$ cat src/rtl/result_uart_tx_pkg.sv
// Shared constants for the result reporting UART: ASCII codes, serializer states
// and the message byte table.
package result_uart_tx_pkg;

  localparam logic [7:0] ASC_D     = 8'h44;
  localparam logic [7:0] ASC_COLON = 8'h3A;
  localparam logic [7:0] ASC_CR    = 8'h0D;
  localparam logic [7:0] ASC_LF    = 8'h0A;
  localparam logic [7:0] ASC_ZERO  = 8'h30;
  localparam logic [7:0] ASC_QMARK = 8'h3F;

  typedef enum logic [1:0] {
    S_IDLE  = 2'd0,
    S_START = 2'd1,
    S_DATA  = 2'd2,
    S_STOP  = 2'd3
  } uart_state_e;

  function automatic logic [7:0] digit_ascii(input logic [3:0] digit);
    return (digit <= 4'd9) ? (ASC_ZERO + {4'h0, digit}) : ASC_QMARK;
  endfunction

  // Message layout "D:<digit>\r\n"; indices past the end read as line-feed filler.
  function automatic logic [7:0] msg_byte(input logic [2:0] idx, input logic [3:0] digit);
    case (idx)
      3'd0:    return ASC_D;
      3'd1:    return ASC_COLON;
      3'd2:    return digit_ascii(digit);
      3'd3:    return ASC_CR;
      default: return ASC_LF;
    endcase
  endfunction

endpackage

$ cat src/rtl/result_uart_tx_byte.sv
// Single-byte 8N1 serializer. tx_ready is high while idle and in the last cycle
// of a stop bit, so a byte offered then starts with no idle gap.
module result_uart_tx_byte
  import result_uart_tx_pkg::*;
#(
  parameter int CLKS_PER_BIT = 868
) (
  input  logic       clk,
  input  logic       rst_n,
  input  logic       tx_valid,
  input  logic [7:0] tx_data,
  output logic       tx_ready,
  output logic       txd
);

  localparam int CNT_W = $clog2(CLKS_PER_BIT);
  localparam logic [CNT_W-1:0] CNT_LAST = CNT_W'(CLKS_PER_BIT - 1);

  uart_state_e      state_q, state_d;
  logic [CNT_W-1:0] cnt_q, cnt_d;
  logic [2:0]       bit_idx_q, bit_idx_d;
  logic [7:0]       shift_q, shift_d;
  logic             baud_last;

  assign baud_last = (cnt_q == CNT_LAST);

  always_ff @(posedge clk or negedge rst_n) begin
    if (!rst_n) begin
      state_q   <= S_IDLE;
      cnt_q     <= '0;
      bit_idx_q <= 3'd0;
      shift_q   <= 8'h00;
    end else begin
      state_q   <= state_d;
      cnt_q     <= cnt_d;
      bit_idx_q <= bit_idx_d;
      shift_q   <= shift_d;
    end
  end

  always_comb begin
    state_d = state_q;
    case (state_q)
      S_IDLE:  if (tx_valid) state_d = S_START;
      S_START: if (baud_last) state_d = S_DATA;
      S_DATA:  if (baud_last && bit_idx_q == 3'd7) state_d = S_STOP;
      S_STOP:  if (baud_last) state_d = tx_valid ? S_START : S_IDLE;
      default: state_d = S_IDLE;
    endcase
  end

  always_comb begin
    cnt_d     = (state_q == S_IDLE || baud_last) ? '0 : cnt_q + CNT_W'(1);
    bit_idx_d = bit_idx_q;
    if (state_q == S_START)
      bit_idx_d = 3'd0;
    else if (state_q == S_DATA && baud_last)
      bit_idx_d = bit_idx_q + 3'd1;
    shift_d = (tx_valid && tx_ready) ? tx_data : shift_q;
  end

  always_comb begin
    tx_ready = (state_q == S_IDLE) || (state_q == S_STOP && baud_last);
    case (state_q)
      S_START: txd = 1'b0;
      S_DATA:  txd = shift_q[bit_idx_q];
      default: txd = 1'b1;
    endcase
  end

endmodule

$ cat src/rtl/result_uart_tx.sv
// Sends "D:<digit>\r\n" over UART on each rising edge of done, with a one-deep
// pending buffer for results that arrive while a message is in flight.
module result_uart_tx
  import result_uart_tx_pkg::*;
#(
  parameter int CLKS_PER_BIT = 868,
  parameter int MSG_LEN      = 5
) (
  input  logic       clk,
  input  logic       rst_n,
  input  logic       done,
  input  logic [3:0] predicted_digit,
  output logic       uart_txd,
  output logic       busy,
  output logic       msg_sent,
  output logic       overrun
);

  localparam logic [2:0] LAST_IDX = 3'(MSG_LEN - 1);

  logic       done_prev_q, busy_q, busy_d, msg_sent_q, msg_sent_d;
  logic       overrun_q, overrun_d, pend_q, pend_d;
  logic [2:0] byte_idx_q, byte_idx_d;
  logic [3:0] cur_digit_q, cur_digit_d, pend_digit_q, pend_digit_d;
  logic       trig, start, tx_valid, tx_ready;
  logic [3:0] start_digit;
  logic [7:0] tx_data;

  assign trig = done & ~done_prev_q;

  always_ff @(posedge clk or negedge rst_n) begin
    if (!rst_n) begin
      done_prev_q  <= 1'b0;
      busy_q       <= 1'b0;
      msg_sent_q   <= 1'b0;
      overrun_q    <= 1'b0;
      pend_q       <= 1'b0;
      byte_idx_q   <= 3'd0;
      cur_digit_q  <= 4'd0;
      pend_digit_q <= 4'd0;
    end else begin
      done_prev_q  <= done;
      busy_q       <= busy_d;
      msg_sent_q   <= msg_sent_d;
      overrun_q    <= overrun_d;
      pend_q       <= pend_d;
      byte_idx_q   <= byte_idx_d;
      cur_digit_q  <= cur_digit_d;
      pend_digit_q <= pend_digit_d;
    end
  end

  always_comb begin
    busy_d       = busy_q;
    msg_sent_d   = 1'b0;
    overrun_d    = overrun_q;
    pend_d       = pend_q;
    byte_idx_d   = byte_idx_q;
    cur_digit_d  = cur_digit_q;
    pend_digit_d = pend_digit_q;
    start        = 1'b0;
    start_digit  = cur_digit_q;
    tx_valid     = 1'b0;

    if (!busy_q) begin
      // A waiting result goes first; a fresh edge in the same cycle takes its buffer slot.
      if (pend_q) begin
        start       = 1'b1;
        start_digit = pend_digit_q;
        pend_d      = trig;
        if (trig) pend_digit_d = predicted_digit;
      end else if (trig) begin
        start       = 1'b1;
        start_digit = predicted_digit;
      end
    end else begin
      if (trig) begin
        if (pend_q) overrun_d = 1'b1;
        pend_d       = 1'b1;
        pend_digit_d = predicted_digit;
      end
      if (tx_ready) begin
        if (byte_idx_q == LAST_IDX) begin
          busy_d     = 1'b0;
          msg_sent_d = 1'b1;
        end else begin
          tx_valid   = 1'b1;
          byte_idx_d = byte_idx_q + 3'd1;
        end
      end
    end

    if (start) begin
      tx_valid    = 1'b1;
      busy_d      = 1'b1;
      byte_idx_d  = 3'd0;
      cur_digit_d = start_digit;
    end
  end

  assign tx_data = start ? msg_byte(3'd0, start_digit)
                         : msg_byte(byte_idx_q + 3'd1, cur_digit_q);

  result_uart_tx_byte #(
    .CLKS_PER_BIT(CLKS_PER_BIT)
  ) u_byte (
    .clk      (clk),
    .rst_n    (rst_n),
    .tx_valid (tx_valid),
    .tx_data  (tx_data),
    .tx_ready (tx_ready),
    .txd      (uart_txd)
  );

  assign busy     = busy_q;
  assign msg_sent = msg_sent_q;
  assign overrun  = overrun_q;

endmodule

$ cat config.mk
export PLATFORM = sky130hd
export DESIGN_NAME = result_uart_tx
export DESIGN_NICKNAME = d
export VERILOG_FILES = /design/src/rtl/result_uart_tx_pkg.sv /design/src/rtl/result_uart_tx_byte.sv /design/src/rtl/result_uart_tx.sv
export SDC_FILE = /design/constraint.sdc
export NUM_CORES = 1
export LEC_CHECK = 0
export CAP_MARGIN = 20
export CORE_AREA = 2 2 68 63
export CTS_CLUSTER_DIAMETER = 30
export DETAILED_ROUTE_END_ITERATION = 8
export DIE_AREA = 0 0 70 65
export PLACE_DENSITY = 0.69
export SLEW_MARGIN = 20
export SYNTH_ARGS = -nofsm -noshare
export SYNTH_HDL_FRONTEND = slang
export SYNTH_SLANG_ARGS = --single-unit
$ cat constraint.sdc
create_clock -name clk -period 1.89 [get_ports clk]
set_clock_uncertainty 0.05 [all_clocks]
set_input_delay 0.2835 -clock clk [delete_from_list [all_inputs] [get_ports clk]]
set_output_delay 0.2835 -clock clk [all_outputs]
set_load 0.01 [all_outputs]
* Word level (Yosys, flattened, before mapping)
Cells that the tools add are included.
Word-level totals: bits in registers 39, memory bits (read-only) 0, logic and storage cells 93, bits in latches 0, RAM bits 0, output and inout bits 4, input port bits 7, memories 0
Cells by class: reduce and logical (&&, ||, !) cells 17, eq/ne operators 15, div/mod/pow operators 0, order comparisons 2, muxes and demuxes 40, shift operators 0, add/subtract/negate cells 4, bitwise operators 3, $mul 0
Operator list (count):
- $pmux 7 s4 | 1
- $mux 4 | 5
- $mux 1 | 18
- $mux 3 | 6
- $add 10x1->10 const B | 1
- $eq 10x10->1 const B | 1
- $mux 10 | 1
- $ne 2x1->1 const B | 5
- $reduce_bool 2->1 | 5
- $reduce_and 3->1 | 3
- $mux 2 | 4
- $mux 8 | 1
- $pmux 2 s4 | 1
- $add 6x4->7 const A | 1
- $mux 7 | 1
- $add 3x1->3 const B | 2
- $eq 3x2->1 const B | 2
- $eq 3x3->1 const B | 2
- $eq 2x2->1 const B | 2
- $le 4x4->1 const B | 1
- $logic_and 1x1->1 | 4
- $lt 3x4->1 const B | 1
- $reduce_and 4->1 | 1
- $bmux 1 s3 | 1
- other kinds (9) | 11

* Longest topological paths before layout
Gate-level depths: netlist of the first run.
word-level depth 9, gate-level depth with buffers 7, depth with buffers taken out 7

* By module
From an unflattened synthesis of the first run, not the netlist that was laid out.
Second synthesis, totals: cells, all modules 192, area total of the unflattened synthesis 2179.6 um^2
Modules (own cells, without submodules):
- result_uart_tx_byte | area each 1252.5 um^2, cells an instance 106, times used 1, sequential area each 575.6 um^2
- result_uart_tx | area each 927.1 um^2, cells an instance 86, times used 1, sequential area each 400.4 um^2

* Worst setup path after synthesis of the first run
No wires, ideal clock.
kind register to register, start register u_byte.cnt_q[0], end register u_byte.state_q[0], buffers on the path 1, arrival time 1583 ps, cell stages (with the launch flop) 8, setup slack 132 ps, setup time 126 ps, required time 1714 ps, clock period less this slack 1758 ps, cell sequence dfrtp_1 -> ha_1 -> nor3b_4 -> a31o_1 -> buf_6 -> a21boi_2 -> o21ai_1 -> o311a_1
On the way: cells in the longest elaborated chain, start to end 9, elaborated cells between the ends (all ways) 15, those cells by class eq/ne (5); mux (6); reduce/logical (4)
Ends and longest elaborated chain:
- start: declaration | RTL line result_uart_tx_byte.sv:20 | logic [CNT_W-1:0] cnt_q, cnt_d;
- start signal: assignment | RTL line result_uart_tx_byte.sv:35 | cnt_q <= cnt_d;
- $eq 10x10->1 (*) | RTL line result_uart_tx_byte.sv:25 | assign baud_last = (cnt_q == CNT_LAST);
- $logic_and 1x1->1 | RTL line result_uart_tx_byte.sv:63 | tx_ready = (state_q == S_IDLE) || (state_q == S_STOP && baud_last);
- $logic_or 1x1->1 | RTL line result_uart_tx_byte.sv:63
- $mux 1 | RTL line result_uart_tx.sv:82 | if (tx_ready) begin
- $mux 1 | RTL line result_uart_tx.sv:65 | if (!busy_q) begin
- $mux 1 | RTL line result_uart_tx.sv:93 | if (start) begin
- $mux 1 | RTL line result_uart_tx_byte.sv:47 | S_STOP: if (baud_last) state_d = tx_valid ? S_START : S_IDLE;
- $mux 2 | RTL line result_uart_tx_byte.sv:47
- $pmux 2 s4 | RTL line result_uart_tx_byte.sv:43 | case (state_q)
- end signal: assignment | RTL line result_uart_tx_byte.sv:34 | state_q <= state_d;
- end: declaration | RTL line result_uart_tx_byte.sv:19 | uart_state_e state_q, state_d;
Mark *: on every way between the ends. The rest lies on a longest branch, timed or not. The select of a mux whose other input is x is not followed. A chain may end at the register's enable or synchronous reset.

* Final worst setup path of the first run
start register u_byte.bit_idx_q[0], end output port uart_txd
On the way: cells in the longest elaborated chain, start to end 3
Ends and longest elaborated chain:
- start: declaration | RTL line result_uart_tx_byte.sv:21 | logic [2:0] bit_idx_q, bit_idx_d;
- start signal: assignment | RTL line result_uart_tx_byte.sv:36 | bit_idx_q <= bit_idx_d;
- $bmux 1 s3 | RTL line result_uart_tx_byte.sv:66 | S_DATA: txd = shift_q[bit_idx_q];
- $mux 1 (implied by the code) | RTL line result_uart_tx_byte.sv:66
- $pmux 1 s2 | RTL line result_uart_tx_byte.sv:64 | case (state_q)
- end: declaration | RTL line result_uart_tx.sv:13 | output logic uart_txd,
Every way passes these cells. The select of a mux whose other input is x is not followed.

==> results.md, run 1 <==
* Final worst path period share at 0.994
* VDD IR max at 0.464 mV
* Final core occ at 0.581
* Clock Sinks at 37
* Slew margin rel. at 0.695
* Area Overhead vs Synth at 16.0%
* H-tree level count at 2
* Total power at 1.40 mW
* Post-synth ARST share at 1.00
* Routed Antenna Nets at 0
* P_leak at 1.06 nW
* FF-to-FF Start: u_byte.cnt_q[0]$_DFF_PN0_
* Vias in the first global route at 1,358
* Initial Util at 0.501
* WL/cell at approximately 13 microns
* Synth area leader: dfrtp_1
* Reg2Reg Depth at 6
* Yosys warnings at 0
* Post-synth top cells: 37 x dfrtp_1, 19 x nand2_1, 19 x nor2_1
* Fin. Hold Viols at 0
* Layout fillers at between 300 and 400
* Die area at 4550 sq um
* Inserted Clock Buffers at 5
* CP endpoint kind: output port
* Max Cap Viol at 0
* Crit path to: uart_txd
* Worst skew pair latency at between 200 and 300 ps
* Yosys top cell area share at 0.473
* Worst-Margin Slew at about 460 ps
* Largest net degree at the start of global routing at 38
* Reg2reg end: u_byte.state_q[0]$_DFFE_PN0P_
* Vert. Die Dim at roughly 65 microns
* Synth cell types at 43
* Status: finished, final reports clean
* Average size of a mapped cell at 10.3 sq um
* Cell Rows at 22
* Total GRT Usage at 0.174
* Clock Pin Slew Worst Setup and Hold Paths at approximately 70 ps
* FMAX at around 0.53 GHz
* Main synth FF type: dfrtp_1
* Sequential fraction of the synthesis area at 0.473
* CTS root buf: clkbuf_8
* Hold Crit Class: primary input to asynchronous set/reset pin
* Max clock buf depth at 2
* PwrDens at about 620 nW/um^2
* Startpoint Class: flop
* Min Clock Period, post-route at about 1900 ps
* Post-Synthesis Cells at 190
* Nets at 233
* First-pass GRT wire length at between 6 and 7 mm
* Area of the core at roughly 3900 sq um
* Die W at 70 microns
* Via count at roughly 1,400
* Most common cell in the netlist: dfrtp_1
* Iteration-0 DRC Markers at between 60 and 70
* Final Slew Violations at 0
* Worst R2R Setup Slack at approximately 130 ps
* Port Buffers at 10
* Post-synth EDFFs at 0
* Share of layout cells above drive strength 1 at 0.172
* Drt total wl at ~3.4 mm
* Hold buffers post-CTS at 0
* Synthesized flop and latch total at 37
* Pre-Repair DR Iteration Count at 4
* CP Data Required Time at 1560 ps
* CP startpoint: u_byte.bit_idx_q[0]$_DFFE_PN0P_
* Post-Synthesis Cell Area at ~2000 sq um
* Placer Congestion at 0.776
* Post-DP HPWL at ~2.6 mm
* Crit Path Max Fanout at 2
* Antenna diodes at 0
* Crit path DAT at ~1600 ps
* CTS tree: done
* Initial antenna violation count at 0
* DRC Markers at 0
* Post-Syn Nets at between 200 and 250
* Overflow after GRT at 0
* Vias/cell at approximately 5.4
* CP Class: flop to output port
* Setup violators final at 0
* RSZ-0062 raised after global routing: yes
* I/O Pins at 11
* Synth area leaders: dfrtp_1 47%, ha_1 7.7%, nand2_1 3.6%
[how the worst min path moves through the flow]
| stage | to | start | slack [ps] |
|---|---|---|---|
| final | u_byte.state_q[1]$_DFFE_PN0P_ | rst_n | 380 |
| after global routing | u_byte.cnt_q[7]$_DFF_PN0_ | rst_n | 420 |
| after CTS | done_prev_q$_DFF_PN0_ | rst_n | 390 |
| after detailed placement | overrun$_DFFE_PN0P_ | overrun$_DFFE_PN0P_ | 410 |
| after global placement | cur_digit_q[0]$_DFFE_PN0P_ | cur_digit_q[0]$_DFFE_PN0P_ | 410 |
| after floorplan | busy$_DFF_PN0_ | rst_n | -60 |
[flip-flops by register name, indices dropped and copies added, names as in the netlist]
| name | cells |
|---|---|
| overrun | 1 |
| msg_sent | 1 |
| u_byte.cnt_q | 10 |
| pend_q | 1 |
| pend_digit_q | 4 |
| byte_idx_q | 3 |
| cur_digit_q | 4 |
| u_byte.bit_idx_q | 3 |
| u_byte.state_q | 2 |
| busy | 1 |
| done_prev_q | 1 |
| u_byte.shift_q | 6 |
[cell usage in the layout (no fill, tap or decap), drive strengths merged, types with 2 or more instances in the layout]
master	n
xnor2	2
nor3b	2
and2	2
nand4	3
or2	2
xor2	7
nand2	19
clkbuf	6
inv	8
a31o	2
and3	3
ha	12
buf	12
dfrtp	37
nand3	9
mux2	4
nand2b	4
nor3	2
a41oi	2
mux2i	5
clkinv	2
clkdlybuf4s50	9
nor2	20
a21oi	10
nor2b	3
a21o	3
o21ai	14
[per-stage QoR]
stage / cell area (sq um) / cells / hold slack [ps] / worst slack, ps / TNS [ps]
2_1_floorplan: 1960 / 190 / -62.1 / 132 / 0
3_3_place_gp: 2150 / 252 / 412 / -22.6 / -22.6
3_5_place_dp: 2150 / 252 / 413 / -47.3 / -47.3
4_1_cts: 2230 / 260 / 388 / -14.8 / -14.8
5_1_grt: 2270 / 263 / 415 / -80.2 / -80.2
6_report: 2270 / 263 / 379 / 10.6 / 0
[per-layer routing]
metal / share of wire / up-vias / track usage
met3: 0.035 / 4 / 0.0513
met5: 0 / - / 0
met4: 0.0044 / 0 / 0.0505
met2: 0.49 / 19 / 0.276
li1: - / 708 / -
met1: 0.47 / 684 / 0.232
[cells by family after synthesis]
| logic type | Yosys count | synth area share |
|---|---|---|
| xor+xnor | 9 | 0.0403 |
| simple gates | 72 | 0.191 |
| flops | 37 | 0.473 |
| mux | 10 | 0.0601 |
| fa+ha+maj | 12 | 0.0767 |
| buf+inv | 12 | 0.0275 |
| compound gates | 38 | 0.131 |
[what timing repair did]
item	CTS	global route
setup buffers	0	3
setup endpoints to repair	1	7
pin swaps	0	1
gates resized for setup	5	5
[power by group]
group          internal, mW  switching, mW
sequential            0.810         0.0100
clock                 0.255          0.263
combinational        0.0315         0.0301
total                  1.10          0.303
[area by class of cell]
type / count / area [sq um] / area share
Timing Repair Buffer: 21 / 178 / 0.0783
Multi-Input combinational cell: 141 / 993 / 0.438
Tap cell: 48 / 60.1 / 0.0265
Sequential cell: 37 / 926 / 0.408
Inverter: 8 / 30.0 / 0.0132
Clock inverter: 2 / 10.0 / 0.00441
Clock buffer: 6 / 72.6 / 0.0320
[worst max-delay path: stages (launching register included)]
cell	delay, ps
dfrtp_1	370
mux4_2	510
o211ai_1	170
o21ai_1	80
buf_2	140
(Power assumes the default switching activity.)
==> run 2: changes to the inputs <==
--- a/config.mk
+++ b/config.mk
@@ -5,6 +5,7 @@
 export SDC_FILE = /design/constraint.sdc
 export NUM_CORES = 1
 export LEC_CHECK = 0
+export ABC_AREA = 1
 export CAP_MARGIN = 20
 export CORE_AREA = 2 2 68 63
 export CTS_CLUSTER_DIAMETER = 30
==> run 2 against run 1 <==
The flow now finishes with violations (negative hold slack). Core utilization decreased by 0.51 points. Synthesized cell count increased by 22%. Critical path depth decreased by 3. Final area decreased by 0.88%. Total power decreased by 2.6%. Die area unchanged.
==> results.md, run 2 <==
* Worst-Margin Slew at 502 ps (+44.4 ps)
* Slowest CP cell: clkdlybuf4s50_1
* Main synth FF type: dfrtp_1
* Antenna diodes at 0 (unchanged)
* P_leak at 1.15 nW (+8.7%)
* Final Slew Violations at 0 (unchanged)
* Max clock buf depth at 2 (unchanged)
* Total GRT Usage at 0.173 (-0.00109)
* Largest regs: u_byte.cnt_q: 10 flops, u_byte.shift_q: 6 flops
* Reg2Reg Depth at 8 (+2)
* Hold_ws at -1.85 ps (-381 ps)
* Area of the core at 3910 sq um (unchanged)
* Share of layout cells above drive strength 1 at 0.109 (-0.0627)
* Crit path buf inv count at 1 (unchanged)
* CP startpoint: busy$_DFF_PN0_
* Post-synth top cells: 40 x nand2_1, 39 x inv_1, 37 x dfrtp_1
* Min Clock Period, post-route at 1750 ps (-129 ps)
* Startpoint Class: flop
* DRC Markers at 0 (unchanged)
* Yosys top cell area share at 0.471 (-0.00211)
* Highest-count cells in the layout ignoring fill and taps: 39 x nand2_1, 38 x inv_1, 37 x dfrtp_1
* Drt total wl at 3.44 mm (+0.15%)
* Yosys warnings at 0 (unchanged)
* Post-Synthesis Cells at 232 (+22%)
* Synthesized flop and latch total at 37 (unchanged)
* Synth cell types at 26 (-40%)
* Vias in the first global route at 1,423 (+4.8%)
* WL/cell at 11.3 microns (-13%)
* Iteration-0 DRC Markers at 55 (-13%)
* Post-synth ARST share at 1.00 (unchanged)
* PwrDens at 606 nW/um^2 (-1.7%)
* Largest Register: u_byte.cnt_q
* Placer Congestion at 0.941 (+21%)
* Vias/cell at 4.96 (-7.9%)
* Total power at 1.36 mW (-2.6%)
* Placed Area at 2160 sq um (+0.17%)
* Most common cell in the netlist: nand2_1
* Worst R2R Setup Slack at 220 ps (+90 ps)
* Net Sw Frac at 0.205 (-0.0114)
* Commonest non-fill, non-tap cell in the layout: nand2_1
* CTS root buf: clkbuf_8
* Layout fillers at 375 (+12%)
* Fin. Hold Viols at 2 (+2)
* Post-Synthesis Cell Area at 1970 sq um (+0.45%)
* Area Overhead vs Synth at 14.4%
* Crit path to: busy
* Violated checks: negative hold slack
* Cell Rows at 22 (unchanged)
* CTS tree: done
* Post-synth EDFFs at 0 (unchanged)
* Max reg flops at 10 (unchanged)
* Largest net degree at the start of global routing at 38 (unchanged)
* Sequential fraction of the synthesis area at 0.471 (-0.00211)
* Reg2reg end: u_byte.shift_q[1]$_DFFE_PN0P_
* Setup violators final at 0 (unchanged)
* Crit Path Max Fanout at 7 (+5)
* Vert. Die Dim at 65 microns (unchanged)
* VDD IR max at 0.476 mV (+2.6%)
* CP Data Required Time at 1560 ps (about the same)
* Final worst path period share at 0.926 (-0.0681)
* Pre-Repair DR Iteration Count at 4 (unchanged)
* Initial Util at 0.503 (+0.00224)
* Routed Antenna Nets at 0 (unchanged)
* FMAX at 0.571 GHz (+7.4%)
* Synth area leader: dfrtp_1
* Post-DP HPWL at 2.55 mm (-0.11%)
* Post-Place Cells at 294 (+17%)
* H-tree level count at 2 (unchanged)
* Overflow after GRT at 0 (unchanged)
* Cell count along the critical path at 1 (-3)
* Crit path DAT at 1420 ps (-130 ps)
* Nets at 274 (+18%)
* Clock Sinks at 37 (unchanged)
* Critical path's top delay family: buffers and inverters
* Gate power share at 0.033 (-0.011)
* Design Area, Final at 2250 sq um (-0.88%)
* Post-Syn Nets at 251 (+20%)
* Worst slack at placement at 29.0 ps (+76.3 ps)
* I/O Pins at 11 (unchanged)
* Average size of a mapped cell at 8.47 sq um (-18%)
* Final WS setup at 139 ps (+129 ps)
* Hold buffers post-CTS at 0 (unchanged)
* CP Class: flop to output port
* Clk pwr share at 0.373 (+0.003)
* Final cell count without fillers at 304 (+16%)
* Final core occ at 0.576 (-0.00512)
* Setup TNS at 0 ps (unchanged)
* Worst skew pair latency at 280 ps (about the same)
* Status: finished with violations
* Clock Pin Slew Worst Setup and Hold Paths at 60 ps (about the same)
* Inserted Clock Buffers at 5 (unchanged)
* RSZ-0062 raised after global routing: no
* CP endpoint kind: output port
* Max Cap Viol at 0 (unchanged)
* Via count at 1,507 (+6.5%)
* First-pass GRT wire length at 6.26 mm (+1.6%)
* Switch Pwr at 0.280 mW (-7.7%)
* Die area at 4550 sq um (unchanged)
* Reg power frac at 0.593 (+0.007)
* Critical path, cell by cell: clkdlybuf4s50_1
* Die W at 70 microns (unchanged)
* CP max stage delay at 600 ps (+90 ps)
* Port Buffers at 10 (unchanged)
* Int Pwr at 1.08 mW (-1.1%)
* Slew margin rel. at 0.665 (-0.0303)
* Initial antenna violation count at 0 (unchanged)
* Hold Crit Class: primary input to asynchronous set/reset pin
* FF-to-FF Start: byte_idx_q[0]$_DFFE_PN0P_
* Synth area leaders: dfrtp_1 47%, ha_1 7.6%, nand2_1 7.6%
[run 2: power groups by stage]
| stage | Sequential (mW) | Clock [mW] | Combinational, mW |
|---|---|---|---|
| floorplan | 0.823 | 0 | 0.0160 |
| global placement | 0.823 | 0 | 0.0471 |
| detailed placement | 0.824 | 0 | 0.0474 |
| CTS | 0.809 | 0.531 | 0.0475 |
| global route | 0.808 | 0.565 | 0.0543 |
| finish | 0.809 | 0.509 | 0.0457 |
[run 2: what timing repair did]
item                       in CTS  in global routing
pin swaps                       0                  0
gates resized for setup         2                  3
hold endpoints to repair        0                  0
setup endpoints to repair       1                  2
setup buffers                   0                  2
[run 2: layout make-up]
cell class              instances  area, sq um  share of cell area
inverters                      40          150              0.0667
flip-flops and latches         37          926               0.412
repair buffers                 18          150              0.0667
clock buffers                   8         80.1              0.0356
well taps                      48         60.1              0.0267
multi-input cells             153          883               0.393
[run 2: how the worst min path moves through the flow]
stage / depth (start not counted) / startpoint / to / slack [ps]
4_1_cts: 2 / rst_n / u_byte.cnt_q[8]$_DFF_PN0_ / 10
2_1_floorplan: 0 / rst_n / busy$_DFF_PN0_ / -60
5_1_grt: 2 / rst_n / u_byte.cnt_q[4]$_DFF_PN0_ / 30
3_5_place_dp: 2 / rst_n / u_byte.cnt_q[8]$_DFF_PN0_ / 310
6_report: 2 / rst_n / u_byte.cnt_q[4]$_DFF_PN0_ / -2
3_3_place_gp: 2 / rst_n / u_byte.cnt_q[8]$_DFF_PN0_ / 310
[run 2: per-layer routing]
metal,vias to the layer above,routed length (microns),track usage,share of wire
met3,5,105,0.0373,0.031
li1,799,-,-,-
met2,17,1490,0.271,0.43
met1,686,1790,0.238,0.52
met4,0,46,0.0577,0.013
met5,-,0,0,0
[run 2: cell families (layout without fill, tap and decap cells)]
logic type / Yosys count / after routing / share of synthesized area
compound gates: 54 / 54 / 0.159
simple gates: 86 / 86 / 0.208
flops: 37 / 37 / 0.471
buf+inv: 42 / 66 / 0.0808
fa+ha+maj: 12 / 12 / 0.0764
xor+xnor: 1 / 1 / 0.00446
==> run 3: changes to the inputs <==
--- a/config.mk
+++ b/config.mk
@@ -11,6 +11,7 @@
 export CTS_CLUSTER_DIAMETER = 30
 export DETAILED_ROUTE_END_ITERATION = 8
 export DIE_AREA = 0 0 70 65
+export MAX_ROUTING_LAYER = met4
 export PLACE_DENSITY = 0.69
 export SLEW_MARGIN = 20
 export SYNTH_ARGS = -nofsm -noshare
==> run 3 against run 2 <==
The run still ends with negative hold slack left. Final cell count did not move. Wire length barely moved. Via count barely moved. Die area did not move. Worst hold slack barely moved. Maximum frequency barely moved. Critical path depth did not move. Final area did not move. Total power barely moved. Clock power barely moved. Critical endpoint unchanged. Largest cell class unchanged. Highest routed layer unchanged.
==> results.md, run 3 (same netlist as run 2, synthesis figures left out) <==
* Gate power share at 0.033 (about the same)
* Via count at 1,508 (+0.066%)
* Iteration-0 DRC Markers at 53 (-3.6%)
* CP Data Required Time at 1560 ps (about the same)
* Area of the core at 3910 sq um (unchanged)
* Hold buffers post-CTS at 0 (unchanged)
* Max reg flops at 10 (unchanged)
* Worst skew pair latency at 280 ps (about the same)
* H-tree level count at 2 (unchanged)
* Largest net degree at the start of global routing at 38 (unchanged)
* Critical path, cell by cell: clkdlybuf4s50_1
* Overflow after GRT at 0 (unchanged)
* Drt total wl at 3.44 mm (about the same)
* Setup violators final at 0 (unchanged)
* CP max stage delay at 600 ps (about the same)
* PwrDens at 606 nW/um^2 (about the same)
* Total GRT Usage at 0.178 (+0.00482)
* P_leak at 1.15 nW (unchanged)
* Port Buffers at 10 (unchanged)
* Largest regs: u_byte.cnt_q: 10 flops, u_byte.shift_q: 6 flops
* Max Cap Viol at 0 (unchanged)
* Vias/cell at 4.96 (about the same)
* Final core occ at 0.576 (unchanged)
* Die W at 70 microns (unchanged)
* Clock Sinks at 37 (unchanged)
* Vert. Die Dim at 65 microns (unchanged)
* CTS tree: done
* Initial antenna violation count at 0 (unchanged)
* Commonest non-fill, non-tap cell in the layout: nand2_1
* Startpoint Class: flop
* FMAX at 0.571 GHz (about the same)
* Critical path's top delay family: buffers and inverters
* Share of layout cells above drive strength 1 at 0.109 (unchanged)
* Crit path DAT at 1420 ps (about the same)
* First-pass GRT wire length at 6.27 mm (+0.11%)
* Routed Antenna Nets at 0 (unchanged)
* Placed Area at 2160 sq um (unchanged)
* Switch Pwr at 0.280 mW (about the same)
* Die area at 4550 sq um (unchanged)
* Hold_ws at -1.87 ps (-0.0203 ps)
* Largest Register: u_byte.cnt_q
* Slew margin rel. at 0.665 (unchanged)
* Clk pwr share at 0.373 (about the same)
* Cell Rows at 22 (unchanged)
* Violated checks: negative hold slack
* Slowest CP cell: clkdlybuf4s50_1
* Initial Util at 0.503 (unchanged)
* Crit Path Max Fanout at 7 (unchanged)
* Min Clock Period, post-route at 1750 ps (+0.0570 ps)
* Nets at 274 (unchanged)
* Final worst path period share at 0.926 (about the same)
* Max clock buf depth at 2 (unchanged)
* Design Area, Final at 2250 sq um (unchanged)
* Post-DP HPWL at 2.55 mm (unchanged)
* WL/cell at 11.3 microns (about the same)
* Layout fillers at 375 (unchanged)
* Area Overhead vs Synth at 14.4% (unchanged)
* Setup TNS at 0 ps (unchanged)
* Antenna diodes at 0 (unchanged)
* Fin. Hold Viols at 2 (unchanged)
* DRC Markers at 0 (unchanged)
* Reg power frac at 0.593 (about the same)
* Inserted Clock Buffers at 5 (unchanged)
* CTS root buf: clkbuf_8
* VDD IR max at 0.476 mV (about the same)
* Worst-Margin Slew at 502 ps (unchanged)
* Hold Crit Class: primary input to asynchronous set/reset pin
* Net Sw Frac at 0.205 (about the same)
* CP Class: flop to output port
* I/O Pins at 11 (unchanged)
* Crit path buf inv count at 1 (unchanged)
* Status: finished with violations
* Placer Congestion at 0.958 (+1.8%)
* Vias in the first global route at 1,422 (-0.070%)
* Highest-count cells in the layout ignoring fill and taps: 39 x nand2_1, 38 x inv_1, 37 x dfrtp_1
* Pre-Repair DR Iteration Count at 4 (unchanged)
* Final Slew Violations at 0 (unchanged)
* CP endpoint kind: output port
* Clock Pin Slew Worst Setup and Hold Paths at 60 ps (about the same)
* RSZ-0062 raised after global routing: no
* Int Pwr at 1.08 mW (unchanged)
## run 3: cell counts in the layout (fill, tap and decap cells not counted)
No cell type changed its count.
## run 3: final timing paths
path,startpoint,to,slack (ps),cells past startpoint
worst max register to register,byte_idx_q[0]$_DFFE_PN0P_,u_byte.shift_q[1]$_DFFE_PN0P_,220,8
min in group clk,u_byte.cnt_q[0]$_DFF_PN0_,u_byte.cnt_q[0]$_DFF_PN0_,410,1
max in group asynchronous,rst_n,done_prev_q$_DFF_PN0_,1460,2
worst max-delay path,busy$_DFF_PN0_,busy,140,1
worst min-delay path,rst_n,u_byte.cnt_q[4]$_DFF_PN0_,-2,2
worst min register to register,u_byte.cnt_q[0]$_DFF_PN0_,u_byte.cnt_q[0]$_DFF_PN0_,410,1
## run 3: final cells by class
class,count,area (sq um),share of cell area
clock buffers,8,80.1,0.0356
inverters,40,150,0.0667
multi-input cells,153,883,0.393
flip-flops and latches,37,926,0.412
well taps,48,60.1,0.0267
repair buffers,18,150,0.0667
## run 3: routing by layer
metal	global-route usage	part of all wire	up-vias
met5	-	0	-
met4	0.0577	0.015	0
met3	0.0373	0.029	5
li1	-	-	799
met2	0.271	0.43	18
met1	0.238	0.52	686
## run 3: what timing repair did
item	CTS	global route
buffers inserted	0	2
resized for setup	2	3
setup endpoints to repair	1	2
## run 3: through the flow
stage / worst slack [ps] / total power [mW] / std cells / hold WS [ps]
floorplan: 333 / 0.839 / 232 / -62.1
global placement: 98.8 / 0.871 / 294 / 307
detailed placement: 29.0 / 0.871 / 294 / 312
CTS: 19.1 / 1.39 / 302 / 9.77
global route: 24.6 / 1.43 / 304 / 33.6
finish: 139 / 1.36 / 304 / -1.87
## run 3: power groups by stage
| stage | registers [mW] | clock network (mW) | logic (mW) |
|---|---|---|---|
| 4_1_cts | 0.809 | 0.531 | 0.0475 |
| 3_5_place_dp | 0.824 | 0 | 0.0474 |
| 6_report | 0.809 | 0.509 | 0.0457 |
| 2_1_floorplan | 0.823 | 0 | 0.0160 |
| 3_3_place_gp | 0.823 | 0 | 0.0471 |
| 5_1_grt | 0.808 | 0.565 | 0.0543 |
==> edit, RTL diff (config.mk and constraints of run 3) <==
Remove the register `msg_sent_q`: a continuous assignment takes its place, so the output `msg_sent` follows one clock earlier.
--- a/src/rtl/result_uart_tx.sv
+++ b/src/rtl/result_uart_tx.sv
@@ -33,5 +33,4 @@
       done_prev_q  <= 1'b0;
       busy_q       <= 1'b0;
-      msg_sent_q   <= 1'b0;
       overrun_q    <= 1'b0;
       pend_q       <= 1'b0;
@@ -42,5 +41,4 @@
       done_prev_q  <= done;
       busy_q       <= busy_d;
-      msg_sent_q   <= msg_sent_d;
       overrun_q    <= overrun_d;
       pend_q       <= pend_d;
@@ -50,4 +48,6 @@
     end
   end
+
+  assign msg_sent_q = msg_sent_d;
 
   always_comb begin
Check against the original RTL: no difference found for any inputs over 10 cycles, from zero or initial values and one cycle with rst_n low; that may be too few to reach the edited logic, so the function may still have changed.
==> edit against run 3 <==
  * Highest routed layer unchanged
  * Setup slack got worse by 0.10 ns
  * Clock power rose by 10%
  * Sequential power fell by 2.7%
  * Final area rose by 9.7%
  * Power rose by 2.2%
  * Critical endpoint is now msg_sent
  * Area after synthesis fell by 1.3%
  * Routed wire length rose by 7.7%
  * Sequential share of layout area fell by 4.6 points
  * First-iteration DRC count rose by 25%
  * Sequential cell count fell by 1
==> edit: results (changes against run 3) <==
reg-to-reg slack, setup=0.15 ns (-0.07 ns); final-layout clock buffer total=6 (-2); slowest CP cell=sky130_fd_sc_hd__dfrtp_1; count of nets after finishing=300 (+9.5%); vias after detailed routing=1613 (+7.0%); maximum number of pins on one net before global-route repair=37 (-2.6%); top flip-flop cell by instance count after synthesis=sky130_fd_sc_hd__dfrtp_1; end point of the critical path=msg_sent; maximum fanout along the worst path=2 (-5); hold-fix buffer count after cts=1 (+1); peak ir drop on the vdd network=0.501 mV (+5.3%); RePlAce Congestion=0.883 (-7.8%); post-place setup slack=-0.167 ns (-0.196 ns); worst hold path class=primary input to flip-flop; area taken by multi-input logic gates=913 um^2 (+3.4%); Post-synth EDFFs=0 (unchanged); fraction of area in non-clock buffers=0.142 (+0.0752); gate count after technology mapping=231 (-0.43%); post-synth net total=250 (-0.40%); sequential share of the synthesized area=0.464 (-0.00682); FF-to-FF path depth=11 (+3); count of routing violations after the opening detailed-route iteration=66 (+25%); number of cells upsized or downsized after cts=13 (+11); LEAKAGE=1.29 nW (+13%); GRT Resource Usage Total=0.198 (+0.0201); FF-to-FF Start=u_byte.cnt_q[1]$_DFF_PN0_; async set or reset register ratio after synthesis=1.00 (unchanged); post-synthesis register bit count=36 (-2.7%); Seq/total area=0.365 (-0.0465); leading registers by flop count=u_byte.cnt_q (10), u_byte.shift_q (6); cell depth of the worst min-delay path=1; number of cells in the design after placement=317 (+7.8%); Fmax achieved=540 MHz (-5.4%); detailed-route vias per instance=4.89 (-1.5%); actual slew at the worst max-slew pin=0.498 ns (-0.00331 ns); largest incremental delay on the critical path=0.36 ns (-0.24 ns); port bufs=10 (unchanged); fraction of layout cells with a size suffix above 1=0.230 (+0.121); yosys warns=0 (unchanged); main area contributors after synthesis=sky130_fd_sc_hd__dfrtp_1 46%, sky130_fd_sc_hd__ha_1 7.7%, sky130_fd_sc_hd__nand2_1 7.7%; wire length per cell=11.2 um (-0.78%); clock transition at the registers of the reported paths=0.07 ns; buffers outside the clock class=45 (+27); global-route wire length before repair=7.00 mm (+12%); clock network contribution to total cell area=0.0375 (+0.00193); Setup crit start=u_byte.cnt_q[1]$_DFF_PN0_; run status=completed; reg-to-reg critical path endpoint=u_byte.state_q[0]$_DFFE_PN0P_; top post-synthesis cells by count=40 x sky130_fd_sc_hd__nand2_1, 39 x sky130_fd_sc_hd__inv_1, 36 x sky130_fd_sc_hd__dfrtp_1; number of signal-net inverters in the final layout=40 (unchanged); number of setup buffers added after CTS=4 (+4); arrival time worst endpoint=1.52 ns (+0.10 ns); total inserted antenna cells=0 (unchanged); number of filler cells placed in the layout=340 (-9.3%); count of multi-input gates=153 (unchanged); Clk Tree Root Cell=sky130_fd_sc_hd__clkbuf_8; detailed-placement wirelength estimate=2.74 mm (+7.1%); Clk Latency, worst-skew pair=0.29 ns; cell type group with the largest total delay on the critical path=simple AND/OR/NAND/NOR gates
==> edit: changes by cell type after synthesis, sizes merged <==
cell	run 3	this run
dfrtp	37	36
==> edit: power breakdown <==
group | internal [W] | switching (W) | leakage, nW
logic | 0.0000200 | 0.0000267 | 0.789
registers | 0.000782 | 0.00000501 | 0.453
clock network | 0.000291 | 0.000270 | 0.0510
total | 0.00109 | 0.000302 | 1.29
==> edit: worst min-delay path by stage <==
stage / start / end / slack [ns]
after global placement: rst_n / u_byte.cnt_q[5]$_DFF_PN0_ / 0.30
after floorplan: rst_n / busy$_DFF_PN0_ / -0.06
after CTS: done / done_prev_q$_DFF_PN0_ / 0.40
after global routing: done / done_prev_q$_DFF_PN0_ / 0.42
final: done / done_prev_q$_DFF_PN0_ / 0.41
after detailed placement: rst_n / u_byte.cnt_q[5]$_DFF_PN0_ / 0.31
==> edit: cell families after synthesis <==
| kind of cell | share of synthesized area |
|---|---|
| buffers and inverters | 0.0819 |
| XOR/XNOR | 0.00451 |
| AO/OA/AOI/OAI | 0.161 |
| AND/OR/NAND/NOR | 0.211 |
| flip-flops | 0.464 |
| adder cells (fa/ha/maj) | 0.0774 |
==> edit: through the flow <==
step                utilization  power, W  hold WS (ns)  instance area, um^2  TNS, ns
floorplan                     -  0.000817       -0.0621                 1940        0
global placement          0.592  0.000848         0.303                 2310   -0.141
detailed placement        0.592  0.000849         0.305                 2310   -0.167
CTS                       0.631   0.00142         0.402                 2460  -0.0112
global route              0.631   0.00146         0.424                 2470  -0.0839
finish                    0.631   0.00139         0.407                 2470        0
==> edit: per-layer routing <==
metal | GRT usage | routed length, um
met3 | 0.0420 | 109
met5 | - | 0
met1 | 0.254 | 1820
met2 | 0.307 | 1710
met4 | 0.0793 | 70
